--- config.mk ---
export PLATFORM = sky130hd
export DESIGN_NAME = regfile_host_port
export DESIGN_NICKNAME = d
export VERILOG_FILES = /design/src/rtl/toycpu_pkg.sv /design/src/rtl/starve_timer.sv /design/src/rtl/regfile_host_port.sv
export SDC_FILE = /design/constraint.sdc
export NUM_CORES = 1
export LEC_CHECK = 0
export CELL_PAD_IN_SITES_DETAIL_PLACEMENT = 1
export CELL_PAD_IN_SITES_GLOBAL_PLACEMENT = 1
export CORE_AREA = 5 5 101 56
export CTS_CLUSTER_DIAMETER = 80
export DETAILED_ROUTE_END_ITERATION = 8
export DIE_AREA = 0 0 106 61
export DONT_BUFFER_PORTS = 1
export PLACE_DENSITY_LB_ADDON = 0.3
export SYNTH_ARGS = -nofsm -noshare
export SYNTH_HDL_FRONTEND = slang
export SYNTH_SLANG_ARGS = --single-unit
--- constraint.sdc ---
create_clock -name clk -period 2.3 [get_ports clk]
set_input_delay 0.345 -clock clk [delete_from_list [all_inputs] [get_ports clk]]
set_output_delay 0.345 -clock clk [all_outputs]
set_load 0.1 [all_outputs]
--- src/rtl/toycpu_pkg.sv ---
`default_nettype none
// ============================================================================
// Module      : toycpu_pkg
// Description : Shared widths, host-port FSM encoding and small helpers for
//               the toycpu register file and its host access controller.
// Revision    : 1.0 - initial release
// ============================================================================
package toycpu_pkg;

    localparam int REG_W        = 16;
    localparam int REG_SEL_W    = 2;
    localparam int STARVE_CNT_W = 8;

    typedef enum logic [1:0] {
        HP_IDLE = 2'd0,
        HP_WR   = 2'd1,
        HP_RD   = 2'd2,
        HP_RSP  = 2'd3
    } host_port_state_t;

    // Increment that sticks at all-ones instead of wrapping.
    function automatic logic [STARVE_CNT_W-1:0] sat_inc(input logic [STARVE_CNT_W-1:0] v);
        return (v == {STARVE_CNT_W{1'b1}}) ? v : v + 1'b1;
    endfunction

endpackage : toycpu_pkg
`default_nettype wire

--- src/rtl/starve_timer.sv ---
`default_nettype none
// ============================================================================
// Module      : starve_timer
// Description : Saturating wait counter. Cleared by clr, advanced by en;
//               expired is high once the count has reached MAX.
// Revision    : 1.0 - initial release
// ============================================================================
module starve_timer
    import toycpu_pkg::*;
#(
    parameter int MAX = 15
) (
    input  logic clk,
    input  logic rst_n,
    input  logic clr,
    input  logic en,
    output logic expired
);

    localparam logic [STARVE_CNT_W-1:0] C_MAX = STARVE_CNT_W'(MAX);

    logic [STARVE_CNT_W-1:0] r_count;

    // Wait counter: clear has priority over counting.
    always_ff @(posedge clk or negedge rst_n) begin
        if (!rst_n) begin
            r_count <= '0;
        end else if (clr) begin
            r_count <= '0;
        end else if (en) begin
            r_count <= sat_inc(r_count);
        end
    end

    assign expired = (r_count >= C_MAX);

endmodule : starve_timer
`default_nettype wire

--- src/rtl/regfile_host_port.sv ---
`default_nettype none
// ============================================================================
// Module      : regfile_host_port
// Description : Debug-host access controller for the toycpu 4x16 register
//               file. Muxes host read/write commands onto the register file
//               write port and read port 2; the CPU keeps priority and the
//               host steals cycles through cpu_stall.
//               Optional feature macro: REGFILE_HOST_STARVE_GUARD_EN
//               (forces a stalled host write after STARVE_MAX wait cycles).
// Revision    : 1.0 - initial release
// ============================================================================
module regfile_host_port
    import toycpu_pkg::*;
#(
    parameter int STARVE_MAX = 15
) (
    input  logic                 clk,
    input  logic                 rst_n,
    // host command channel
    input  logic                 cmd_valid,
    output logic                 cmd_ready,
    input  logic                 cmd_write,
    input  logic [REG_SEL_W-1:0] cmd_reg,
    input  logic [REG_W-1:0]     cmd_data,
    // host response channel
    output logic                 rsp_valid,
    input  logic                 rsp_ready,
    output logic [REG_W-1:0]     rsp_data,
    // CPU side
    output logic                 cpu_stall,
    input  logic                 cpu_we,
    input  logic [REG_SEL_W-1:0] cpu_inReg,
    input  logic [REG_W-1:0]     cpu_dataIn,
    input  logic [REG_SEL_W-1:0] cpu_outReg2,
    output logic [REG_W-1:0]     cpu_dataOut2,
    // register file side
    output logic                 rf_we,
    output logic [REG_SEL_W-1:0] rf_inReg,
    output logic [REG_W-1:0]     rf_dataIn,
    output logic [REG_SEL_W-1:0] rf_outReg2,
    input  logic [REG_W-1:0]     rf_dataOut2
);

    localparam logic [1:0] ST_IDLE = HP_IDLE;
    localparam logic [1:0] ST_WR   = HP_WR;
    localparam logic [1:0] ST_RD   = HP_RD;
    localparam logic [1:0] ST_RSP  = HP_RSP;

    // Out-of-range wait limits are rejected at elaboration time.
    if (STARVE_MAX < 1 || STARVE_MAX > 255) begin : g_starve_max_range_err
        $error("regfile_host_port: STARVE_MAX must be in 1..255");
    end

    logic [1:0]           r_state;
    logic                 r_cmd_write;
    logic [REG_SEL_W-1:0] r_cmd_reg;
    logic [REG_W-1:0]     r_cmd_data;
    logic [REG_W-1:0]     r_rsp_data;

    logic w_accept;
    logic w_in_wr;
    logic w_in_rd;
    logic w_force;
    logic w_host_wr;

    assign w_in_wr  = (r_state == ST_WR);
    assign w_in_rd  = (r_state == ST_RD);
    assign w_accept = cmd_valid & (r_state == ST_IDLE);

`ifdef REGFILE_HOST_STARVE_GUARD_EN
    logic w_expired;

    starve_timer #(
        .MAX (STARVE_MAX)
    ) u_starve_timer (
        .clk     (clk),
        .rst_n   (rst_n),
        .clr     (w_accept & cmd_write),
        .en      (w_in_wr & ~w_host_wr),
        .expired (w_expired)
    );

    // Once the wait limit is hit the host write is forced through a stall.
    assign w_force = w_in_wr & w_expired;
`else
    assign w_force = 1'b0;
`endif

    // The host owns the write port when the CPU is idle or the write is forced.
    assign w_host_wr = w_in_wr & (~cpu_we | w_force);

    // Command/response FSM with latched command fields and response data.
    always_ff @(posedge clk or negedge rst_n) begin
        if (!rst_n) begin
            r_state     <= ST_IDLE;
            r_cmd_write <= 1'b0;
            r_cmd_reg   <= '0;
            r_cmd_data  <= '0;
            r_rsp_data  <= '0;
        end else begin
            case (r_state)
                ST_IDLE: begin
                    if (cmd_valid) begin
                        r_cmd_write <= cmd_write;
                        r_cmd_reg   <= cmd_reg;
                        r_cmd_data  <= cmd_data;
                        r_state     <= cmd_write ? ST_WR : ST_RD;
                    end
                end
                ST_WR: begin
                    if (w_host_wr) begin
                        r_rsp_data <= r_cmd_data;
                        r_state    <= ST_RSP;
                    end
                end
                ST_RD: begin
                    r_rsp_data <= rf_dataOut2;
                    r_state    <= ST_RSP;
                end
                ST_RSP: begin
                    if (rsp_ready) begin
                        r_state <= ST_IDLE;
                    end
                end
                default: begin
                    r_state <= ST_IDLE;
                end
            endcase
        end
    end

    // Host-facing handshake outputs decode directly from the state.
    assign cmd_ready = (r_state == ST_IDLE);
    assign rsp_valid = (r_state == ST_RSP);
    assign rsp_data  = r_rsp_data;

    // The CPU is held during a host read and during a forced host write.
    assign cpu_stall = w_in_rd | w_force;

    // Register file port muxing: CPU pass-through unless the host owns a port.
    assign rf_we        = w_host_wr | (cpu_we & ~cpu_stall);
    assign rf_inReg     = w_host_wr ? r_cmd_reg  : cpu_inReg;
    assign rf_dataIn    = w_host_wr ? r_cmd_data : cpu_dataIn;
    assign rf_outReg2   = w_in_rd   ? r_cmd_reg  : cpu_outReg2;
    assign cpu_dataOut2 = rf_dataOut2;

    // r_cmd_write is kept for debug visibility of the accepted command type.
    logic w_unused;
    assign w_unused = r_cmd_write;

endmodule : regfile_host_port
`default_nettype wire

==> impl_metrics.tcl, run 1 <==
set metrics [dict create \
    status "completed" \
    via_per_inst 5.36 \
    cts_max_level 2 \
    grt_pass1_vias 1463 \
    insertion_delay_ps 280 \
    synth_fa_ha_area_share_pct 2.94 \
    fin_setup_tns_ps 0 \
    hold_path_depth 1 \
    start_util_pct 45.4 \
    finalSetupViolations 0 \
    wirelength_um 5280 \
    crit_arrival_ps 1840 \
    fmax_mhz 458 \
    syn_nets 216 \
    yosys_register_bits 36 \
    clkTransAtPathRegs_ps 80 \
    drt_iter0_drc 29 \
    gp_congestion 0.723 \
    synth-simple-area-share_pct 1.59 \
    place_hpwl_um 4100 \
    nNetsFinal 232 \
    tightestPinTransition_ps 936 \
    antenna_found_initial 0 \
    syn_to_final_growth_pct 24.8 \
    netlist_instances 151 \
    die_w_um 106 \
    hold_class "input pin to flop" \
    drive_above_1_share_pct 67.3 \
    grt_pass1_wl_um 8290 \
    endpoint_kind "output port" \
    hold_viol_final 0 \
    cts_buffer_depth 2 \
    relSlewSlack_pct 37.6 \
    dr.pass1.iters 4 \
    reg2reg_depth 6 \
    rows 18 \
    synth_warnings 0 \
    synth_xor_area_share_pct 0 \
    track_usage_pct 17.1 \
    io_buffer_count 0 \
    die_area_mm2 0.00647 \
    rsz0062_at_grt "no" \
    clkSinkCount 36 \
    critPathRequiredTime_ps 1960 \
    drc_errors 0 \
    synth_compound_area_share_pct 1.41 \
    syn_avg_cell_area_um2 14.1 \
    crit_fanout 18 \
    finClkSkew_ps 9.02 \
    maxCapViolCount 0 \
    die_h_um 61 \
    overflow 0 \
    syn_area_mm2 0.00213 \
    period_share_pct 95.0 \
    synth.area.mux_share_pct 41.7 \
    dr_total_vias 1223 \
    layout_common_cells "mux2_2, dfrtp_1, buf_12, mux2_4, buf_4" \
    io-pin-count 116 \
    layout.cells.most_common "mux2_2" \
    diodes 0 \
    root_buffer "clkbuf_8" \
    post_drt_wl_per_cell_um 23.2 \
    synth_seq_area_share_pct 42.3 \
    cts_buffers 5 \
    slew_violations 0 \
    period_minus_slack_ps 2190 \
    path_class "flop to output port" \
    synth_top_family_by_area "multiplexers" \
    antenna_left 0 \
    cts_tree "done" \
    startpoint_type "flop" \
    grt_max_degree 37 \
    core_region_area_mm2 0.00468 \
    ys_types 18 \
]
-- worst max-delay path, cell delays in order, from the launching register on --
cell      delay (ps)
dfrtp_1          380
inv_1            100
ha_1             200
nand2b_1         130
buf_12           180
mux2_2           380
buf_12           170
-- cell type report --
cell class	count	area (um^2)
clock buffers	6	72.6
clock inverters	2	35.0
fillers	448	2030
inverters	5	18.8
multi-input cells	88	1030
flip-flops and latches	36	901
well taps	60	75.1
repair buffers	31	523
-- Yosys cell counts --
cell type,number,area (um^2)
a21oi_4,1,16.3
buf_12,1,20.0
buf_2,1,5.00
buf_4,16,120
buf_6,3,33.8
buf_8,1,15.0
dfrtp_1,36,901
ha_1,5,62.6
inv_1,5,18.8
mux2_2,54,608
mux2_4,18,270
mux2i_1,1,10.0
nand2_1,3,11.3
nand2_2,1,6.26
nand2b_1,2,12.5
nor2_1,1,3.75
o21ai_0,1,5.00
o221ai_1,1,8.76
-- cells by family after synthesis --
logic type / Yosys count
flip-flops: 36
AO/OA/AOI/OAI: 3
buffers and inverters: 27
adder cells (fa/ha/maj): 5
AND/OR/NAND/NOR: 7
multiplexers: 73
-- final timing paths --
kind / start / endpoint / slack [ps]
min in group asynchronous: rst_n / r_cmd_data[10]$_DFFE_PN0P_ / 520
worst min register to register: r_cmd_data[8]$_DFFE_PN0P_ / r_cmd_data[8]$_DFFE_PN0P_ / 540
worst max register to register: r_state[0]$_DFFE_PN0P_ / rsp_data[12]$_DFFE_PN0P_ / 410
worst min-delay path: cmd_data[9] / r_cmd_data[9]$_DFFE_PN0P_ / 210
worst max-delay path: r_state[1]$_DFFE_PN0P_ / rf_dataIn[9] / 110
max in group asynchronous: rst_n / rsp_data[10]$_DFFE_PN0P_ / 1590
-- stage by stage --
stage,setup WS (ps),cell area [um^2],std cells,hold WS (ps),utilization [%]
floorplan,18.0,2140,151,49.4,-
finish,115,2660,228,205,56.7
detailed placement,304,2490,216,50.3,53.2
global route,7.45,2660,228,192,56.7
global placement,412,2490,216,50.1,53.2
CTS,43.2,2630,226,195,56.2
-- what timing repair did --
item	4_1_cts	5_1_grt
buffers inserted	0	2
hold endpoints to repair	36	0
hold buffers	2	0
gates resized for setup	1	2
endpoints found under the setup margin	14	17
-- routing by layer --
| layer | part of all wire [%] | GRT usage [%] | vias to the layer above |
|---|---|---|---|
| li1 | - | - | 543 |
| met1 | 43 | 20.9 | 624 |
| met2 | 48 | 28.7 | 54 |
| met3 | 8.5 | 7.44 | 2 |
| met4 | 0.51 | 3.87 | 0 |
| met5 | 0 | 0 | - |
Power of run 1 is left out: the tool's default activity adds up to more than one toggle a clock period on the data nets, which glitch-free logic cannot reach.
==> run 2: changes to the inputs <==
- ABC_AREA: default -> 1
- CORE_AREA: 5 5 101 56 -> 2 2 103 55
- DIE_AREA: 0 0 106 61 -> 0 0 105 57
==> impl_metrics.tcl, run 2 <==
set metrics [dict create \
    finalSetupViolations 0 \
    drive_above_1_share_pct 29.8 \
    die_h_um 57 \
    ys_types 18 \
    synth-async-reset-ratio_pct 100 \
    dr_total_vias 1867 \
    antenna_found_initial 0 \
    netlist_top_cells_area "dfrtp_1, nand2_1, buf_4, o21ai_0, nand3_1" \
    dp_slack_ps 342 \
    fillers 644 \
    layout_common_cells "nand2_1, dfrtp_1, inv_1, buf_12, nand3_1" \
    gp_congestion 0.783 \
    syn_area_mm2 0.00213 \
    diodes 0 \
    io_buffer_count 0 \
    slowest_stage "dfrtp_1" \
    path_cells "inv_1 -> ha_1 -> nand2_4 -> buf_6 -> nand2_1 -> o21ai_2 -> buf_12" \
    placed_cells 362 \
    startpoint_type "flop" \
    netlist_instances 277 \
    rows 19 \
    die_area_mm2 0.00599 \
    critPathLaunch "r_state[1]$_DFFE_PN0P_" \
    grt_pass1_vias 1950 \
    syn_avg_cell_area_um2 7.69 \
    path_buf_inv 3 \
    wirelength_um 6380 \
    die_w_um 105 \
    synthTopCellsByCount "nand2_1, dfrtp_1, inv_1" \
    hold_viol_final 0 \
    clkSinkCount 36 \
    cts_buffers 5 \
    synth_seq_area_share_pct 42.3 \
    synth_edf_count 0 \
    nNetsFinal 363 \
    multiInputGateArea_um2 998 \
    post_layout_nonfiller_instances 372 \
    hp-start "cmd_data[6]" \
    cts_tree "done" \
    post_cts_buffers 0 \
    core_region_area_mm2 0.00518 \
    ff_latch_area_um2 901 \
    synth_most_common_cell "nand2_1" \
    synth_top_cell_by_area "dfrtp_1" \
    drc_errors 0 \
    crit_fanout 13 \
    post_drt_wl_per_cell_um 17.1 \
    clkTransAtPathRegs_ps 80 \
    relSlewSlack_pct 40.0 \
    yosysTopAreaCellShare_pct 42.3 \
    finClkSkew_ps 7.34 \
    root_buffer "clkbuf_8" \
    layout.cells.most_common "nand2_1" \
    track_usage_pct 22.4 \
    endpoint_kind "output port" \
    synth_warnings 0 \
    place_hpwl_um 4900 \
    drt_iter0_drc 51 \
    period_share_pct 95.5 \
    dr.pass1.iters 4 \
    via_per_inst 5.02 \
    overflow 0 \
    cts_buffer_depth 2 \
    slew_violations 0 \
    cts_max_level 2 \
    setup_ws_ps 103 \
    period_minus_slack_ps 2200 \
    syn_nets 342 \
    antenna_left 0 \
    grt_max_degree 37 \
    status "completed" \
    critPathRequiredTime_ps 1960 \
    start_util_pct 41.1 \
    rr_startpoint "r_state[0]$_DFFE_PN0P_" \
    syn_to_final_growth_pct 30.8 \
    ys.flop_type "dfrtp_1" \
    grt_pass1_wl_um 10200 \
    yosys_register_bits 36 \
    cp_slowest_stage_delay_ps 440 \
    io-pin-count 116 \
    fmax_mhz 455 \
    insertion_delay_ps 290 \
    tightestPinTransition_ps 900 \
    maxCapViolCount 0 \
    crit_arrival_ps 1850 \
    fin_setup_tns_ps 0 \
    path_class "flop to output port" \
    hold_class "input pin to flop" \
    path_delay_family "buffers and inverters" \
]
[run 2: cell types whose count changed after synthesis, moves of 4 or more]
cell     before  now
inv_1         5   25
nor2_1        1   17
o21ai_1       0   10
nand3_1       0   21
mux2_4       18    0
buf_4        16   20
mux2_2       54    1
a21oi_1       0   10
a21oi_2       0    8
o21ai_0       1   24
nand2_1       3   81
[run 2: what timing repair did]
action | CTS | global route
endpoints found under the hold margin | 36 | 0
gates resized for setup | 0 | 4
endpoints found under the setup margin | 0 | 14
hold buffers | 2 | 0
[run 2: path summary, 6_finish.rpt]
| check | end | slack (ps) | depth (start not counted) |
|---|---|---|---|
| worst max-delay path | rf_dataIn[4] | 100 | 7 |
| worst min-delay path | r_cmd_data[6]$_DFFE_PN0P_ | 190 | 2 |
| worst max register to register | rsp_data[9]$_DFFE_PN0P_ | 620 | 7 |
| worst min register to register | rsp_data[4]$_DFFE_PN0P_ | 520 | 2 |
| max in group asynchronous | r_cmd_data[5]$_DFFE_PN0P_ | 1600 | 2 |
| min in group asynchronous | rsp_data[2]$_DFFE_PN0P_ | 500 | 2 |
[run 2: through the flow]
step                      utilization [%]  instance area [um^2]  hold slack (ps)
final                                53.8                  2790              193
after global routing                 53.8                  2790              186
after CTS                            53.4                  2770              185
after detailed placement             51.1                  2650             50.5
after global placement               51.1                  2650             50.5
after floorplan                         -                  2150             49.4
[run 2: cell families (layout without fill, tap and decap cells)]
kind of cell | after synthesis | count (layout) | share of synthesized area (%)
adders and majority gates | 5 | 5 | 2.94
and+or+nand+nor | 127 | 127 | 25.2
DFF | 36 | 36 | 42.3
muxes | 1 | 1 | 0.528
AOI/OAI and AO/OA | 52 | 52 | 13.6
buffers and inverters | 56 | 78 | 15.4
[run 2: final cells by class]
type,instances,area share (%)
multi-input combinational,185,35.8
clock inverter,3,0.673
tap,73,3.28
sequential,36,32.3
timing repair buffer,43,21.8
clock buffer,5,2.47
inverter,27,3.64
[run 2: worst register-to-register path, cell delays in order, from the launching register on]
cell,delay [ps]
dfrtp_1,440
inv_1,160
ha_4,300
buf_4,380
nand2_1,90
o21ai_1,110
nand2_1,90
nand2_1,60
[run 2: layer usage]
metal / track usage, % / up-vias / wire [um]
met5: 0 / - / 0
li1: - / 897 / -
met3: 8.34 / 4 / 466
met1: 32.6 / 908 / 3260
met4: 4.57 / 0 / 25
met2: 32.2 / 58 / 2630
Power of run 2 is left out for the same reason.
